File: src/rtl/ncl_ctrl_pkg.sv
// Shared types and constants for the NCL stage arbiter.
// Rails {a,b,c,d} feed a weighted threshold gate (2,2,1,1 / 4).
package ncl_ctrl_pkg;

  localparam int TIMEOUT_DEF = 15;
  localparam int CNT_W_DEF   = 4;

  localparam int W_A    = 2;
  localparam int W_B    = 2;
  localparam int W_C    = 1;
  localparam int W_D    = 1;
  localparam int THRESH = 4;

  typedef enum logic [2:0] {
    S_IDLE,
    S_DATA,
    S_NULL,
    S_RESP,
    S_FAULT
  } state_t;

endpackage

File: src/rtl/ncl_sync2.sv
// Two-flop synchronizer for the asynchronous stage output.
// Resets to 0 so a reset stage reads as NULL.
module ncl_sync2 (
  input  logic clk,
  input  logic rst_n,
  input  logic d,
  output logic q
);

  logic meta;

  always_ff @(posedge clk or negedge rst_n) begin
    if (!rst_n) begin
      meta <= 1'b0;
      q    <= 1'b0;
    end else begin
      meta <= d;
      q    <= meta;
    end
  end

endmodule

File: src/rtl/ncl_stage_arbiter.sv
// Round-robin arbiter driving one shared NCL threshold stage
// through DATA/NULL phases, with timeout and sticky fault.
module ncl_stage_arbiter
  import ncl_ctrl_pkg::*;
#(
  parameter int TIMEOUT = TIMEOUT_DEF,
  parameter int CNT_W   = CNT_W_DEF
) (
  input  logic       clk,
  input  logic       rst_n,
  input  logic [1:0] req,
  input  logic [3:0] vec0,
  input  logic [3:0] vec1,
  output logic [1:0] gnt,
  output logic [1:0] done,
  output logic       hit,
  output logic [3:0] stage_in,
  input  logic       stage_y,
  output logic       fault,
  input  logic       fault_clr
);

  state_t           state, state_nx;
  logic             ptr, ptr_nx;
  logic             gsel, gsel_nx;
  logic             hit_r, hit_nx;
  logic [3:0]       vec_r, vec_nx;
  logic [CNT_W-1:0] cnt, cnt_nx;
  logic             y_s;
  logic             cnt_max;
  logic             pick;
  logic [1:0]       gsel_oh;

  ncl_sync2 u_sync (
    .clk   (clk),
    .rst_n (rst_n),
    .d     (stage_y),
    .q     (y_s)
  );

  assign cnt_max = (cnt == CNT_W'(TIMEOUT));
  assign pick    = req[ptr] ? ptr : ~ptr;
  assign gsel_oh = {gsel, ~gsel};

  always_ff @(posedge clk or negedge rst_n) begin
    if (!rst_n) begin
      state <= S_IDLE;
      ptr   <= 1'b0;
      gsel  <= 1'b0;
      hit_r <= 1'b0;
      vec_r <= '0;
      cnt   <= '0;
    end else begin
      state <= state_nx;
      ptr   <= ptr_nx;
      gsel  <= gsel_nx;
      hit_r <= hit_nx;
      vec_r <= vec_nx;
      cnt   <= cnt_nx;
    end
  end

  always_comb begin
    state_nx = state;
    ptr_nx   = ptr;
    gsel_nx  = gsel;
    hit_nx   = hit_r;
    vec_nx   = vec_r;
    cnt_nx   = cnt;
    unique case (state)
      S_IDLE: begin
        if (|req) begin
          gsel_nx  = pick;
          vec_nx   = pick ? vec1 : vec0;
          cnt_nx   = '0;
          state_nx = S_DATA;
        end
      end
      S_DATA: begin
        if (y_s) begin
          hit_nx   = 1'b1;
          cnt_nx   = '0;
          state_nx = S_NULL;
        end else if (cnt_max) begin
          hit_nx   = 1'b0;
          cnt_nx   = '0;
          state_nx = S_NULL;
        end else begin
          cnt_nx = cnt + 1'b1;
        end
      end
      S_NULL: begin
        if (!y_s) begin
          state_nx = S_RESP;
        end else if (cnt_max) begin
          cnt_nx   = '0;
          state_nx = S_FAULT;
        end else begin
          cnt_nx = cnt + 1'b1;
        end
      end
      S_RESP: begin
        ptr_nx   = ~gsel;
        state_nx = S_IDLE;
      end
      S_FAULT: begin
        if (fault_clr) begin
          state_nx = S_IDLE;
        end
      end
      default: state_nx = S_IDLE;
    endcase
  end

  // Outputs decode straight from reset flops, so reset clears them at once.
  always_comb begin
    gnt      = '0;
    done     = '0;
    hit      = 1'b0;
    stage_in = '0;
    fault    = 1'b0;
    unique case (state)
      S_DATA: begin
        gnt      = gsel_oh;
        stage_in = vec_r;
      end
      S_NULL: gnt = gsel_oh;
      S_RESP: begin
        gnt  = gsel_oh;
        done = gsel_oh;
        hit  = hit_r;
      end
      S_FAULT: fault = 1'b1;
      default: ;
    endcase
  end

endmodule
File: config.mk
export PLATFORM = sky130hd
export DESIGN_NAME = ncl_stage_arbiter
export DESIGN_NICKNAME = d
export VERILOG_FILES = /design/src/rtl/ncl_ctrl_pkg.sv /design/src/rtl/ncl_sync2.sv /design/src/rtl/ncl_stage_arbiter.sv
export SDC_FILE = /design/constraint.sdc
export NUM_CORES = 1
export LEC_CHECK = 0
export CAP_MARGIN = 0
export CORE_MARGIN = 1
export CORE_UTILIZATION = 52
export DETAILED_ROUTE_END_ITERATION = 10
export PLACE_DENSITY = 0.94
export SLEW_MARGIN = 20
export SYNTH_ARGS = -nofsm -noshare
export SYNTH_HDL_FRONTEND = slang
export SYNTH_SLANG_ARGS = --single-unit
File: constraint.sdc
create_clock -name clk -period 2.2 [get_ports clk]
set_input_delay 0.44 -clock clk [delete_from_list [all_inputs] [get_ports clk]]
set_output_delay 0.44 -clock clk [all_outputs]
set_load 0.05 [all_outputs]
==> results of run 1 <==
## stage by stage
stage | setup slack (ns) | std cells | instance area (sq um) | total power [mW] | util
after floorplan | 0.0371 | 102 | 987 | 1.20 | -
final | 0.122 | 151 | 1380 | 1.93 | 0.792
after global placement | 0.313 | 147 | 1330 | 1.65 | 0.764
after CTS | 0.0411 | 151 | 1370 | 1.90 | 0.785
after global routing | 0.0103 | 151 | 1380 | 2.03 | 0.792
after detailed placement | 0.232 | 147 | 1330 | 1.70 | 0.764
## synthesized netlist by cell type (2+ instances only)
| cell | instances |
|---|---|
| a211o_1 | 3 |
| nor3_1 | 2 |
| inv_1 | 4 |
| mux2i_1 | 2 |
| nor2b_1 | 6 |
| nor3b_2 | 2 |
| dfrtp_1 | 16 |
| a31oi_1 | 5 |
| o21ai_0 | 7 |
| nand3_1 | 4 |
| a21oi_1 | 7 |
| o211ai_1 | 4 |
| and3_1 | 4 |
| nor3b_1 | 2 |
| and2_1 | 6 |
| buf_2 | 3 |
| nor2_1 | 5 |
| nand2b_1 | 2 |
## worst max-delay path, delay by kind of cell, from the launching register on
kind	cells	cell delay, ns
buf+inv	1	0.15
simple gates	2	0.59
flops	1	0.61
## sequential cells by signal (all words and copies together) (netlist names)
name	count
state	3
cnt	4
vec_r	4
u_sync.meta	1
gsel	1
u_sync.q	1
ptr	1
hit_r	1
## worst max-delay path by stage
stage / slack [ns] / from / endpoint
after floorplan: 0.04 / state[2] / gnt[0]
after global placement: 0.31 / req[1] / cnt[1]
after detailed placement: 0.23 / req[0] / cnt[1]
after CTS: 0.04 / state[2] / stage_in[3]
after global routing: 0.01 / state[2] / stage_in[2]
final: 0.12 / state[2] / stage_in[2]
## per-layer routing
metal,vias to the layer above,share of wire,wire length [microns],GRT usage
met5,-,0,0,0
met4,0,0.011,27,0.115
met3,4,0.021,52,0.0278
met2,17,0.53,1290,0.400
met1,450,0.44,1070,0.346
li1,430,-,-,-
## kinds of logic (layout without fill, tap and decap cells)
kind of cell / after synthesis / after routing
buf+inv: 8 / 32
simple gates: 41 / 41
flops: 16 / 16
mux: 3 / 3
fa+ha+maj: 1 / 1
compound gates: 33 / 33
## power breakdown
part	total (mW)	internal [mW]	switching, mW
registers	0.510	0.391	0.120
clock network	0.200	0.101	0.0994
logic	1.21	0.575	0.639
## final cells by class
cell class,instances,share of cell area
multi-input combinational,78,0.405
tap,25,0.0226
sequential,16,0.290
timing repair buffer,24,0.244
clock buffer,4,0.0262
inverter,4,0.0109
## what timing repair did
action | CTS | global route
resized for setup | 0 | 3
hold buffers | 0 | 0
setup endpoints to repair | 0 | 6
endpoints found under the hold margin | 0 | 0
==> flow_metrics.tcl, run 1 <==
set metrics [dict create \
    tightest_slew_ns 0.714 \
    holdCritPathClass "register to register" \
    worstSetupPathType "register to output port" \
    final_cell_mix "dfrtp_1, clkdlybuf4s50_1, buf_12" \
    synth_area_leader_cell "dfrtp_1" \
    fin_crit_sh 0.944 \
    overflow 0 \
    num-fill-cells 118 \
    maxCapViolations 0 \
    fp.dieW_microns 45.5 \
    grt_pass1_wl_microns 3680 \
    cts_buffer_depth 2 \
    synth_top_family_by_area "simple AND/OR/NAND/NOR gates" \
    grt_start_max_net_pins 17 \
    crit_path_cell_trace "nor3b_4 > and2_1 > buf_12" \
    nNetsFinal 142 \
    regArea_sq_um 402 \
    synth_flop_cell "dfrtp_1" \
    syn_inst 102 \
    leakage_nw 0.574 \
    synth_warnings 0 \
    crit_arrival_ns 1.64 \
    antenna_found_initial 0 \
    syn_area_sq_um 982 \
    core-area_sq_um 1750 \
    drc_errors 0 \
    fin_crit_ns 2.08 \
    synth_seq_cells 16 \
    synth-edff-count 0 \
    synth_compound_area_frac 0.231 \
    async_flop_share 1.00 \
    initial_core_util 0.563 \
    drive_gt1_frac 0.198 \
    die_area_sq_um 2070 \
    synth_simple_gate_area_frac 0.275 \
    ff2ff_path_depth 3 \
    ant_nets 0 \
    track_usage 0.253 \
    hpwl_microns 1770 \
    cts.htree.levels 1 \
    rsz0062_at_grt "no" \
    cp-start-kind "register" \
    timing.rr.end "gsel" \
    grt_pass1_vias 816 \
    finalHoldViolCount 0 \
    clk_pin_slew_ns 0.10 \
    clock_sink_count 16 \
    insertion_delay_ns 0.28 \
    root_buffer "clkbuf_4" \
    synth-xor-area-share 0 \
    r2r_start "state[2]" \
    post_drt_via_cell_ratio 5.97 \
    vias 901 \
    dr.pass1.iters 4 \
    muxShareOfSynthArea 0.0357 \
    critPathCaptureType "output port" \
    power_density_nw_per_um2 1390 \
    crit_slowest_cell "dfrtp_1" \
    ys_types 36 \
    reg2reg_slack_ns 0.60 \
    drt_wl_total_microns 2440 \
    gp_congestion 0.828 \
    synthTopCellsByArea "dfrtp_1, and2_1, nor2b_1" \
    final_common_cell "dfrtp_1" \
    relSlewSlack 0.523 \
    cts_setup_buffers 0 \
    num_io_pins 24 \
    slowest_delay_ns 0.61 \
    drv_slew 0 \
    port_buffers 23 \
    num_rows 15 \
    yosysSeqAreaShare 0.408 \
    wl_per_cell_microns 16.1 \
    hold_path.startpoint "u_sync.meta" \
    numCtsBuffers 3 \
    cts_tree "yes" \
    drtIter0Drc 21 \
    max-vdd-ir-drop_v 0.00128 \
    worstPathRequired_ns 1.76 \
    synthAdderAreaFrac 0.0127 \
    min_path_cells 0 \
    yosys.area.top_type_share 0.408 \
    avgSynthCellArea_sq_um 9.63 \
    die_h_microns 45.5 \
    status "finished, final reports clean" \
    multi_input_area_sq_um 561 \
    synth_nets 117 \
    setup_viol 0 \
    skew_ns 0.00198 \
    crit_path_max_fanout 16 \
    max_freq_mhz 481 \
    n_antenna_cell 0 \
    holdPathEnd "u_sync.q" \
    fin_hold_ws_ns 0.362 \
    area_delta_synth_final_pct 40.8 \
    finalSetupTns_ns 0 \
]
(Power assumes the default switching activity.)
==> inputs of run 2 (changes only) <==
CTS_CLUSTER_DIAMETER = 30   (was unset)
PLACE_DENSITY = 0.83   (was 0.94)
REMOVE_ABC_BUFFERS = 1   (was unset)
==> flow_metrics.tcl, run 2 (synthesis results as in run 1) <==
set metrics [dict create \
    status "finished, final reports clean" \
    relSlewSlack 0.625 \
    power_density_nw_per_um2 1350 \
    rsz0062_at_grt "no" \
    die_h_microns 45.5 \
    drt_wl_total_microns 2170 \
    ant_nets 0 \
    hpwl_microns 1640 \
    area_delta_synth_final_pct 38.3 \
    drc_errors 0 \
    critPathCaptureType "output port" \
    leakage_nw 0.563 \
    reg_top3 "cnt x4, vec_r x4, state x3" \
    max_freq_mhz 479 \
    die_area_sq_um 2070 \
    final_common_cell "dfrtp_1" \
    drtIter0Drc 18 \
    dp_cells 147 \
    cp-start-kind "register" \
    post_drt_via_cell_ratio 5.71 \
    final_cells 150 \
    holdCritPathClass "register to register" \
    skew_ns 0.00135 \
    nNetsFinal 142 \
    clk_pin_slew_ns 0.09 \
    fin_crit_sh 0.949 \
    fin_crit_ns 2.09 \
    maxCapViolations 0 \
    cts_tree "yes" \
    num_io_pins 24 \
    grt_pass1_vias 803 \
    finalHoldViolCount 0 \
    core-area_sq_um 1750 \
    cts_buffer_depth 2 \
    grt_start_max_net_pins 17 \
    tightest_slew_ns 0.563 \
    antenna_found_initial 0 \
    worstSetupPathType "register to output port" \
    n_antenna_cell 0 \
    worstPathRequired_ns 1.76 \
    slowest_delay_ns 0.54 \
    crit_path_max_fanout 14 \
    cts_setup_buffers 0 \
    initial_core_util 0.563 \
    pre_cts_slack_ns 0.253 \
    crit_slowest_cell "dfrtp_1" \
    cts.htree.levels 1 \
    max-vdd-ir-drop_v 0.00105 \
    clock_sink_count 16 \
    overflow 0 \
    final_cell_mix "dfrtp_1, clkdlybuf4s50_1, buf_12" \
    crit_arrival_ns 1.65 \
    vias 857 \
    drive_gt1_frac 0.184 \
    dr.pass1.iters 4 \
    drv_slew 0 \
    setup_viol 0 \
    root_buffer "clkbuf_4" \
    fin_ws_ns 0.111 \
    fp.dieW_microns 45.5 \
    grt_pass1_wl_microns 3630 \
    num_rows 15 \
    insertion_delay_ns 0.29 \
    crit_path_cell_trace "nor2_2 > and2_1 > buf_12" \
    numCtsBuffers 3 \
    wl_per_cell_microns 14.5 \
    track_usage 0.251 \
    gp_congestion 0.911 \
    port_buffers 23 \
    fin_hold_ws_ns 0.357 \
    fin_util 0.778 \
]
==> run 2: routing by layer <==
metal	track usage	up-vias	share of wire
li1	-	429	-
met1	0.327	400	0.44
met4	0.115	0	0.024
met3	0.0595	6	0.043
met2	0.391	22	0.50
met5	0	-	0
==> run 2: metrics by stage <==
step | TNS [ns] | instance area, sq um | power [mW]
2_1_floorplan | -0.0942 | 960 | 1.17
3_3_place_gp | 0 | 1330 | 1.64
3_5_place_dp | 0 | 1330 | 1.67
4_1_cts | 0 | 1350 | 1.82
5_1_grt | 0 | 1360 | 1.94
6_report | 0 | 1360 | 1.83
==> run 2: final timing paths <==
check | cells after the start | slack (ns) | end | start
worst max-delay path | 3 | 0.11 | fault | state[0]
worst min-delay path | 0 | 0.36 | u_sync.q | u_sync.meta
worst max register to register | 3 | 0.56 | gsel | state[0]
worst min register to register | 0 | 0.36 | u_sync.q | u_sync.meta
max in group asynchronous | 2 | 1.54 | state[1] | rst_n
min in group asynchronous | 2 | 0.46 | vec_r[0] | rst_n
==> run 2: cell type report <==
class	instances	area (sq um)
clock buffer	3	22.5
fill	122	387
sequential	16	402
inverter	4	15.0
tap	25	31.3
multi-input combinational	78	551
timing repair buffer	24	338
==> run 2: power breakdown <==
part	switching, mW	internal [mW]
clock	0.0939	0.0636
sequential	0.135	0.390
combinational	0.595	0.557
==> run 2: what timing repair did <==
item | 4_1_cts | 5_1_grt
hold buffers | 0 | 0
gates resized for setup | 0 | 2
endpoints found under the setup margin | 0 | 5
==> run 2: critical path, delay by kind of cell (launching register included) <==
kind,cells,cell delay (ns)
buffers and inverters,1,0.15
DFF,1,0.54
and+or+nand+nor,2,0.67
